[config.mk]
export PLATFORM = sky130hd
export DESIGN_NAME = snake_body_engine
export DESIGN_NICKNAME = d
export VERILOG_FILES = /design/src/rtl/snake_body_engine.sv
export SDC_FILE = /design/constraint.sdc
export NUM_CORES = 1
export LEC_CHECK = 0
export ABC_AREA = 0
export ABC_CLOCK_PERIOD_IN_PS = 2800
export BUFFER_PORTS_ARGS = -buffer_cell sky130_fd_sc_hd__buf_4
export CORE_MARGIN = 5
export CORE_UTILIZATION = 45
export CTS_CLUSTER_SIZE = 25
export DETAILED_ROUTE_END_ITERATION = 6
export PLACE_DENSITY = 0.72
export SYNTH_ARGS = -nofsm -noshare
export SYNTH_HDL_FRONTEND = slang
export SYNTH_SLANG_ARGS = --single-unit
[constraint.sdc]
create_clock -name clk -period 2.8 [get_ports clk]
set_input_delay 0.28 -clock clk [delete_from_list [all_inputs] [get_ports clk]]
set_output_delay 0.28 -clock clk [all_outputs]
set_load 0.05 [all_outputs]
[src/rtl/snake_body_engine.sv]
// snake_body_engine: stores up to MAX_LEN snake segments, advances the snake one
// cell per accepted step (with optional growth and edge wrap), detects wall and
// self collisions, and answers registered per-pixel head/body hit queries.
// Ports:
//   clk, rst_n            clock, synchronous active-low reset
//   en, step, dir, grow   game-process controls (step is a 1-cycle request)
//   scan_x, scan_y        current VGA pixel position
//   busy, done            step in progress / 1-cycle step-complete pulse
//   over, win             sticky end-of-game flags
//   length, head_x/y      current length and head cell
//   pix_head, pix_body    scan pixel hits head / body cell (1-cycle latency)
module snake_body_engine #(
   parameter int unsigned MAX_LEN    = 16,
   parameter int unsigned INIT_LEN   = 4,
   parameter int unsigned COORD_W    = 11,
   parameter int unsigned CELL_SHIFT = 4,
   parameter int unsigned GRID_W     = 50,
   parameter int unsigned GRID_H     = 37,
   parameter int unsigned WRAP       = 0,
   parameter int unsigned LEN_W      = 5
) (
   input  logic               clk,
   input  logic               rst_n,
   input  logic               en,
   input  logic               step,
   input  logic [1:0]         dir,
   input  logic               grow,
   input  logic [COORD_W-1:0] scan_x,
   input  logic [COORD_W-1:0] scan_y,
   output logic               busy,
   output logic               done,
   output logic               over,
   output logic               win,
   output logic [LEN_W-1:0]   length,
   output logic [COORD_W-1:0] head_x,
   output logic [COORD_W-1:0] head_y,
   output logic               pix_head,
   output logic               pix_body
);

   localparam int unsigned IDX_W = (MAX_LEN > 1) ? $clog2(MAX_LEN) : 1;
   localparam logic [1:0] DIR_UP    = 2'b00;
   localparam logic [1:0] DIR_DOWN  = 2'b01;
   localparam logic [1:0] DIR_LEFT  = 2'b10;
   localparam logic [1:0] DIR_RIGHT = 2'b11;

   typedef enum logic [1:0] {IDLE, MOVE, CHECK, DONE} state_e;

   state_e             state_q, state_d;
   logic [1:0]         cur_dir_q, cur_dir_d;
   logic [LEN_W-1:0]   length_q, length_d;
   logic [LEN_W-1:0]   k_q, k_d;
   logic               busy_q, busy_d, done_q, done_d;
   logic               over_q, over_d, win_q, win_d;
   logic               grow_pend_q, grow_pend_d;
   logic               pix_head_q, pix_head_d, pix_body_q, pix_body_d;
   logic [COORD_W-1:0] seg_x_q [MAX_LEN];
   logic [COORD_W-1:0] seg_y_q [MAX_LEN];
   logic [COORD_W-1:0] seg_x_d [MAX_LEN];
   logic [COORD_W-1:0] seg_y_d [MAX_LEN];

   logic [COORD_W-1:0] nx, ny, cell_x, cell_y;
   logic               wall, reverse;
   logic [IDX_W-1:0]   k_idx;
   logic [MAX_LEN-1:0] hit;

   // State and datapath registers
   always_ff @(posedge clk) begin
      if (!rst_n) begin
         state_q     <= IDLE;
         cur_dir_q   <= DIR_RIGHT;
         length_q    <= LEN_W'(INIT_LEN);
         k_q         <= '0;
         busy_q      <= 1'b0;
         done_q      <= 1'b0;
         over_q      <= 1'b0;
         win_q       <= 1'b0;
         grow_pend_q <= 1'b0;
         pix_head_q  <= 1'b0;
         pix_body_q  <= 1'b0;
         for (int i = 0; i < int'(MAX_LEN); i++) begin
            seg_x_q[i] <= COORD_W'(int'(GRID_W / 2) - i);
            seg_y_q[i] <= COORD_W'(GRID_H / 2);
         end
      end else begin
         state_q     <= state_d;
         cur_dir_q   <= cur_dir_d;
         length_q    <= length_d;
         k_q         <= k_d;
         busy_q      <= busy_d;
         done_q      <= done_d;
         over_q      <= over_d;
         win_q       <= win_d;
         grow_pend_q <= grow_pend_d;
         pix_head_q  <= pix_head_d;
         pix_body_q  <= pix_body_d;
         seg_x_q     <= seg_x_d;
         seg_y_q     <= seg_y_d;
      end
   end

   // Candidate new head; wall flags an exit, and the wrapped value is precomputed
   always_comb begin
      nx   = seg_x_q[0];
      ny   = seg_y_q[0];
      wall = 1'b0;
      case (cur_dir_q)
         DIR_UP: begin
            if (seg_y_q[0] == '0) begin
               wall = 1'b1;
               ny   = COORD_W'(GRID_H - 1);
            end else ny = seg_y_q[0] - COORD_W'(1);
         end
         DIR_DOWN: begin
            if (seg_y_q[0] == COORD_W'(GRID_H - 1)) begin
               wall = 1'b1;
               ny   = '0;
            end else ny = seg_y_q[0] + COORD_W'(1);
         end
         DIR_LEFT: begin
            if (seg_x_q[0] == '0) begin
               wall = 1'b1;
               nx   = COORD_W'(GRID_W - 1);
            end else nx = seg_x_q[0] - COORD_W'(1);
         end
         default: begin
            if (seg_x_q[0] == COORD_W'(GRID_W - 1)) begin
               wall = 1'b1;
               nx   = '0;
            end else nx = seg_x_q[0] + COORD_W'(1);
         end
      endcase
   end

   // Step FSM: next state and datapath updates
   always_comb begin
      state_d     = state_q;
      cur_dir_d   = cur_dir_q;
      length_d    = length_q;
      k_d         = k_q;
      over_d      = over_q;
      win_d       = win_q;
      done_d      = 1'b0;
      grow_pend_d = grow_pend_q | grow;
      seg_x_d     = seg_x_q;
      seg_y_d     = seg_y_q;
      k_idx       = k_q[IDX_W-1:0];
      // Opposite directions differ only in bit 0
      reverse     = (dir[1] == cur_dir_q[1]) && (dir[0] != cur_dir_q[0]);

      case (state_q)
         IDLE: begin
            if (step && en && !over_q && !win_q) begin
               state_d = MOVE;
               if (!reverse) cur_dir_d = dir;
            end
         end
         MOVE: begin
            if (wall && (WRAP == 0)) begin
               over_d  = 1'b1;
               state_d = DONE;
            end else begin
               // Shift the whole store so a grow keeps the old tail one slot further
               for (int i = 1; i < int'(MAX_LEN); i++) begin
                  seg_x_d[i] = seg_x_q[i-1];
                  seg_y_d[i] = seg_y_q[i-1];
               end
               seg_x_d[0] = nx;
               seg_y_d[0] = ny;
               if (grow_pend_q && (length_q < LEN_W'(MAX_LEN))) begin
                  length_d    = length_q + LEN_W'(1);
                  grow_pend_d = grow;
               end
               k_d     = LEN_W'(1);
               state_d = CHECK;
            end
         end
         CHECK: begin
            if ((seg_x_q[k_idx] == seg_x_q[0]) && (seg_y_q[k_idx] == seg_y_q[0])) begin
               over_d  = 1'b1;
               state_d = DONE;
            end else if (k_q == length_q - LEN_W'(1)) begin
               state_d = DONE;
            end else begin
               k_d = k_q + LEN_W'(1);
            end
         end
         default: begin
            done_d = 1'b1;
            if ((length_q == LEN_W'(MAX_LEN)) && !over_q) win_d = 1'b1;
            state_d = IDLE;
         end
      endcase

      busy_d = (state_d != IDLE);
   end

   // Pixel query against every live segment in parallel
   always_comb begin
      cell_x = scan_x >> CELL_SHIFT;
      cell_y = scan_y >> CELL_SHIFT;
      hit    = '0;
      for (int i = 0; i < int'(MAX_LEN); i++) begin
         hit[i] = (LEN_W'(i) < length_q) && (seg_x_q[i] == cell_x) && (seg_y_q[i] == cell_y);
      end
      pix_head_d = hit[0];
      pix_body_d = (|hit[MAX_LEN-1:1]) && !hit[0];
   end

   assign busy     = busy_q;
   assign done     = done_q;
   assign over     = over_q;
   assign win      = win_q;
   assign length   = length_q;
   assign head_x   = seg_x_q[0];
   assign head_y   = seg_y_q[0];
   assign pix_head = pix_head_q;
   assign pix_body = pix_body_q;

endmodule
After elaboration in Yosys (flattened, before gate mapping)
Cells that the tools add are included.

word-level totals
  input port bits = 29
  bits in read-only memories = 0
  flip-flop bits (word level) = 373
  word-level logic and storage cells = 217
  output and inout bits = 33
  memories kept = 0
  bits in latches = 0
  RAM bits = 0

operators by class
  reduce and logical (&&, ||, !) cells = 61
  muxes and demuxes = 33
  equal/unequal tests = 49
  order comparisons = 18
  bitwise operators = 6
  $add $sub $neg = 7
  shift operators = 0
  div/mod/pow operators = 0
  multipliers = 0

operator list
  operator                                                                     count
  11-bit by 7-bit equality test with 1-bit output                              32
  11-bit binary-select mux with 4-bit select                                   2
  11-bit 2-to-1 mux                                                            8
  11-bit one-hot mux with 2 select lines                                       2
  1-bit logical AND                                                            40
  4-bit by 5-bit less-than comparator with 1-bit output, first input constant  8
  11-bit by 1-bit adder with 11-bit output, second input constant              2
  11-bit equality test                                                         2
  11-bit by 6-bit equality test with 1-bit output, second input constant       2
  11-bit zero test                                                             2
  11-bit by 1-bit subtractor with 11-bit output, second input constant         2
  3-bit by 5-bit less-than comparator with 1-bit output, first input constant  4
  5-bit 2-to-1 mux                                                             3
  3-bit AND reduction                                                          5
  15-bit OR reduction                                                          1
  1-bit 2-to-1 mux                                                             11
  5-bit by 1-bit adder with 5-bit output, second input constant                2
  1-bit by 5-bit less-than comparator with 1-bit output, first input constant  2
  2-bit by 5-bit less-than comparator with 1-bit output, first input constant  2
  2-bit != test, second input constant                                         5
  5-bit one-hot mux with 2 select lines                                        1
  2-bit 2-to-1 mux                                                             3
  2-bit one-hot mux with 3 select lines                                        1
  2-bit nonzero test                                                           3
  other kinds (20)                                                             29

Depth between registers and ports, before layout
  word-level depth = 9
  gate-level depth with buffers = 14
  depth with buffers taken out = 12

Worst setup path before layout
No wires, ideal clock.

  path type = flip-flop to flip-flop
  start = register k_q[1]
  end = register k_q[0]
  arrival = 2.750 ns
  required time = 2.735 ns
  period minus slack after synthesis = 2.815 ns
  stages on the path, launching flop included = 13
  buffers on the path = 3
  path slack = -0.015 ns
  library setup time = 0.065 ns
  path through = dfxtp_1 > buf_6 > buf_6 > buf_2 > mux4_2 > mux4_2 > xnor2_1 > nand2_1 > nor4_2 > nand4_2 > o211ai_2 > mux2_1 > nor2_1

between the ends
  word-level cells in the longest chain between the ends = 8
  elaborated cells between the ends (all ways) = 14
  those cells by class = 5 x eq/ne; 6 x mux; 1 x bitwise; 2 x reduce/logical

RTL lines
  element                                               RTL line  RTL
  start: declaration                                    52        logic [LEN_W-1:0] k_q, k_d;
  start signal: assignment                              89        k_q <= k_d;
  4-bit NOT with 5-bit output (not written as such)     179       if ((seg_x_q[k_idx] == seg_x_q[0]) && (seg_y_q[k_idx] == seg_y_q[0])) begin
  11-bit binary-select mux with 4-bit select            179
  11-bit 2-to-1 mux (not written as such) (2 in a row)  179
  11-bit equality test                                  179
  1-bit logical AND                                     179
  2-bit != test (no line)                               --
  4-bit AND reduction (no line) (*)                     --

Every way passes the cells marked *; elsewhere a longest branch is shown, timed or not. The select of a mux whose other input is x is not followed.
A chain may end at the register's enable or synchronous reset.

Worst setup path in the final report
Same ends and word-level chain as after synthesis.

==> flow_summary.json <==
{
  "status": "complete, but fails checks",
  "violations": "negative setup slack",
  "syn_to_final_growth_pct": 25.0,
  "hold_viol": 0,
  "synth_top_flop_cell": "dfxtp_1",
  "synth_fa_ha_area_share_pct": 0.918,
  "portBuffers": 53,
  "gr-total-overflow": 0,
  "htreeDepth": 2,
  "io_pins": 62,
  "grt_max_degree": 95,
  "place_congestion": 1.07,
  "layoutNonFillerInstCount": 3399,
  "ir_drop_uv": 459,
  "clockBufferDepth": 3,
  "crit_arrival_ns": 3.60,
  "maxSlewHeadroom_pct": 51.5,
  "fmax_mhz": 322,
  "wire_per_inst_um": 23.4,
  "grtUsageMet3_pct": 6.83,
  "skew_ns": 0.0213,
  "synth_nets": 2569,
  "synth_cell_types": 67,
  "path_cells": "bufbuf_16 > mux4_2 > mux2i_1 > a211o_1 > o211ai_1 > nor4_2 > buf_4 > nand4_4 > o211ai_4 > mux2_4 > nor2_2",
  "firstDrtPassIters": 6,
  "fillers": 3966,
  "syn_area_um2": 20400,
  "syn-instance-count": 2525,
  "ys_ff_latch": 373,
  "clk_pin_slew_ns": 0.06,
  "clockRootBuffer": "clkbuf_16",
  "met1_usage_pct": 41.5,
  "cp-start-kind": "register",
  "drcViolationCount": 0,
  "grt_pass1_vias": 19500,
  "numCtsBuffers": 41,
  "cp-end-kind": "register",
  "drt_iter0_markers": 3157,
  "vias_per_cell": 6.05,
  "leakage_uw": 0.00963,
  "synthMuxAreaShare_pct": 10.7,
  "maxCapViolCount": 0,
  "synth-edff-count": 0,
  "worstSetupPathType": "register to register",
  "setup_viol": 9,
  "worstPathRequired_ns": 3.30,
  "slew_viol_final": 0,
  "insertedDiodeCount": 0,
  "yosys_warnings": 0,
  "clock_latency_ns": 0.59,
  "worstMarginPinSlew_ns": 0.727,
  "synth-async-reset-ratio_pct": 0,
  "start_util_pct": 45.2,
  "syn_area_per_cell_um2": 8.09,
  "drive_above_1_share_pct": 22.4,
  "nets": 2812,
  "grt_pass1_wl_mm": 119,
  "die-height_um": 223,
  "num_rows": 78,
  "rsz0062_at_grt": "true",
  "fin_crit_sh_pct": 111,
  "cp_max_fo": 10,
  "multi_input_area_um2": 12100,
  "via_count": 20600,
  "cp.buffers_inverters": 2,
  "routed_wl_mm": 79.6,
  "yosysSeqAreaShare_pct": 36.5,
  "cts.sinks": 373,
  "slowest_delay_ns": 0.50,
  "synthSimpleGateAreaFrac_pct": 23.0,
  "final.setup.worst_slack_ns": -0.302,
  "dp_hpwl_mm": 57.6,
  "synth_compound_area_share_pct": 11.0,
  "globalRouteTotalUtil_pct": 30.5,
  "seqCellArea_um2": 7480,
  "period_minus_slack_ns": 3.10,
  "postRouteAntennaNets": 0,
  "grt_util_met2_pct": 45.7,
  "hp-class": "input port to register",
  "cp_slowest_cell": "mux4_2",
  "cts_tree": "done",
  "dieArea_um2": 49800,
  "total_power_uw": 17500,
  "die_w_um": 223,
  "hold_ws_ns": 0.166,
  "antenna_found_initial": 0,
  "synthXorXnorAreaFrac_pct": 12.2,
  "core_um2": 45200,
  "synth_top_family_by_area": "simple AND/OR/NAND/NOR gates",
  "dp.cells": 3302,
  "p_per_area_nw_per_um2": 686,
  "busiest_layer": "met2",
  "cp_top_family": "multiplexers"
}
synth_stat cells (all sizes together) (22+ instances only):
master,n,area (um2)
a21oi,292,1460
buf,83,529
clkbuf,145,544
dfxtp,373,7470
mux2i,48,493
mux4,67,1510
nand2,705,2650
nand3,98,490
nand4,57,363
nor2,57,221
nor3,22,110
nor4,63,400
o21ai,27,135
xnor2,156,1370
xor2,129,1130
stage by stage:
| stage | instance area, um2 | worst slack [ns] | TNS [ns] | util [%] |
|---|---|---|---|---|
| 2_1_floorplan | 20400 | 0.0254 | 0 | - |
| 3_3_place_gp | 23500 | -0.419 | -3.09 | 52.1 |
| 3_5_place_dp | 23500 | -0.420 | -3.09 | 52.1 |
| 4_1_cts | 25300 | -0.274 | -1.56 | 56.0 |
| 5_1_grt | 25600 | -0.415 | -2.76 | 56.5 |
| 6_report | 25600 | -0.302 | -1.72 | 56.5 |
layer usage:
metal,share of wire (%),up-vias
met2,43,1401
met1,39,9762
met3,11,298
met5,0,-
li1,-,9103
met4,6.2,0
power breakdown:
part,total [uW],internal [uW],switching (uW)
clock,5630,3300,2330
combinational,5410,2310,3110
sequential,6480,5810,669
total,17500,11400,6110
registers in the layout, summed over array words and instances, names as in the netlist:
signal / cells
done: 1
pix_body: 1
seg_y_q: 165
head_x: 11
pix_head: 1
head_y: 11
win: 1
k_q: 5
state_q: 2
seg_x_q: 165
grow_pend_q: 1
over: 1
cur_dir_q: 2
busy: 1
length: 5
worst paths after layout:
path	start	endpoint	slack, ns	depth (start not counted)
worst max-delay path	k_q[1]$_SDFFE_PN0P_	k_q[0]$_SDFFE_PN0P_	-0.30	11
worst max register to register	k_q[1]$_SDFFE_PN0P_	k_q[0]$_SDFFE_PN0P_	-0.30	11
worst min-delay path	rst_n	seg_x_q[77]$_SDFFE_PN1P_	0.17	2
worst min register to register	seg_y_q[9]$_SDFFE_PN0P_	seg_y_q[9]$_SDFFE_PN0P_	0.47	2
area by class of cell:
class,instances,share of cell area (%)
multi-input combinational,1904,47.3
sequential,373,29.3
timing repair buffer,428,14.7
clock buffer,64,4.96
tap,600,2.94
clock inverter,10,0.436
inverter,20,0.338
cell families after synthesis:
| kind of cell | after synthesis |
|---|---|
| XOR/XNOR | 285 |
| AND/OR/NAND/NOR | 1069 |
| buffers and inverters | 248 |
| multiplexers | 132 |
| flip-flops | 373 |
| adder cells (fa/ha/maj) | 15 |
| AO/OA/AOI/OAI | 403 |
worst reg2reg max path, cell delays in order, from the launching register on:
cell and delay, ns:
dfxtp_4 0.42, bufbuf_16 0.31, mux4_2 0.50, mux2i_1 0.28
a211o_1 0.18, o211ai_1 0.10, nor4_2 0.31, buf_4 0.18
nand4_4 0.12, o211ai_4 0.22, mux2_4 0.32, nor2_2 0.08
placed cells by master (no fill, tap or decap), types with 4 or more instances in the layout:
| master | Yosys | routed |
|---|---|---|
| nand2_1 | 705 | 704 |
| buf_4 | 28 | 385 |
| dfxtp_1 | 373 | 367 |
| a21oi_1 | 292 | 289 |
| xnor2_1 | 156 | 152 |
| xor2_1 | 129 | 129 |
| nand3_1 | 98 | 98 |
| mux4_2 | 67 | 67 |
| nand4_1 | 56 | 56 |
| nor4_1 | 62 | 54 |
| nor2_1 | 56 | 53 |
| clkbuf_16 | 0 | 47 |
| mux2i_1 | 47 | 40 |
| buf_12 | 1 | 26 |
| nor3_1 | 22 | 21 |
| o21ai_0 | 24 | 21 |
| mux2_2 | 16 | 16 |
| inv_1 | 17 | 15 |
| ha_1 | 15 | 15 |
| o22ai_1 | 15 | 14 |
| o211ai_1 | 13 | 13 |
| and2_1 | 13 | 12 |
| and3_1 | 11 | 11 |
| clkbuf_1 | 145 | 11 |
| nor2b_1 | 11 | 10 |
| nor4_2 | 1 | 9 |
| clkbuf_8 | 0 | 9 |
| a221oi_1 | 8 | 8 |
| nand2b_1 | 7 | 7 |
| a31oi_1 | 8 | 7 |
| a211oi_1 | 6 | 6 |
| buf_16 | 0 | 6 |
| o21ai_1 | 3 | 5 |
| mux2i_4 | 1 | 5 |
| or3_1 | 5 | 5 |
| clkinv_2 | 0 | 5 |
| nor3b_1 | 4 | 4 |
| xnor2_2 | 0 | 4 |
| a22oi_1 | 4 | 4 |
| dfxtp_4 | 0 | 4 |
timing repair:
| item | 4_1_cts | 5_1_grt |
|---|---|---|
| endpoints found under the hold margin | 3 | 0 |
| buffers inserted | 13 | 3 |
| cloned | 2 | 3 |
| pin swaps | 8 | 8 |
| setup endpoints to repair | 23 | 203 |
| gates resized for setup | 39 | 28 |
| hold buffers | 3 | 0 |
Power figures use the tool's default switching activity.
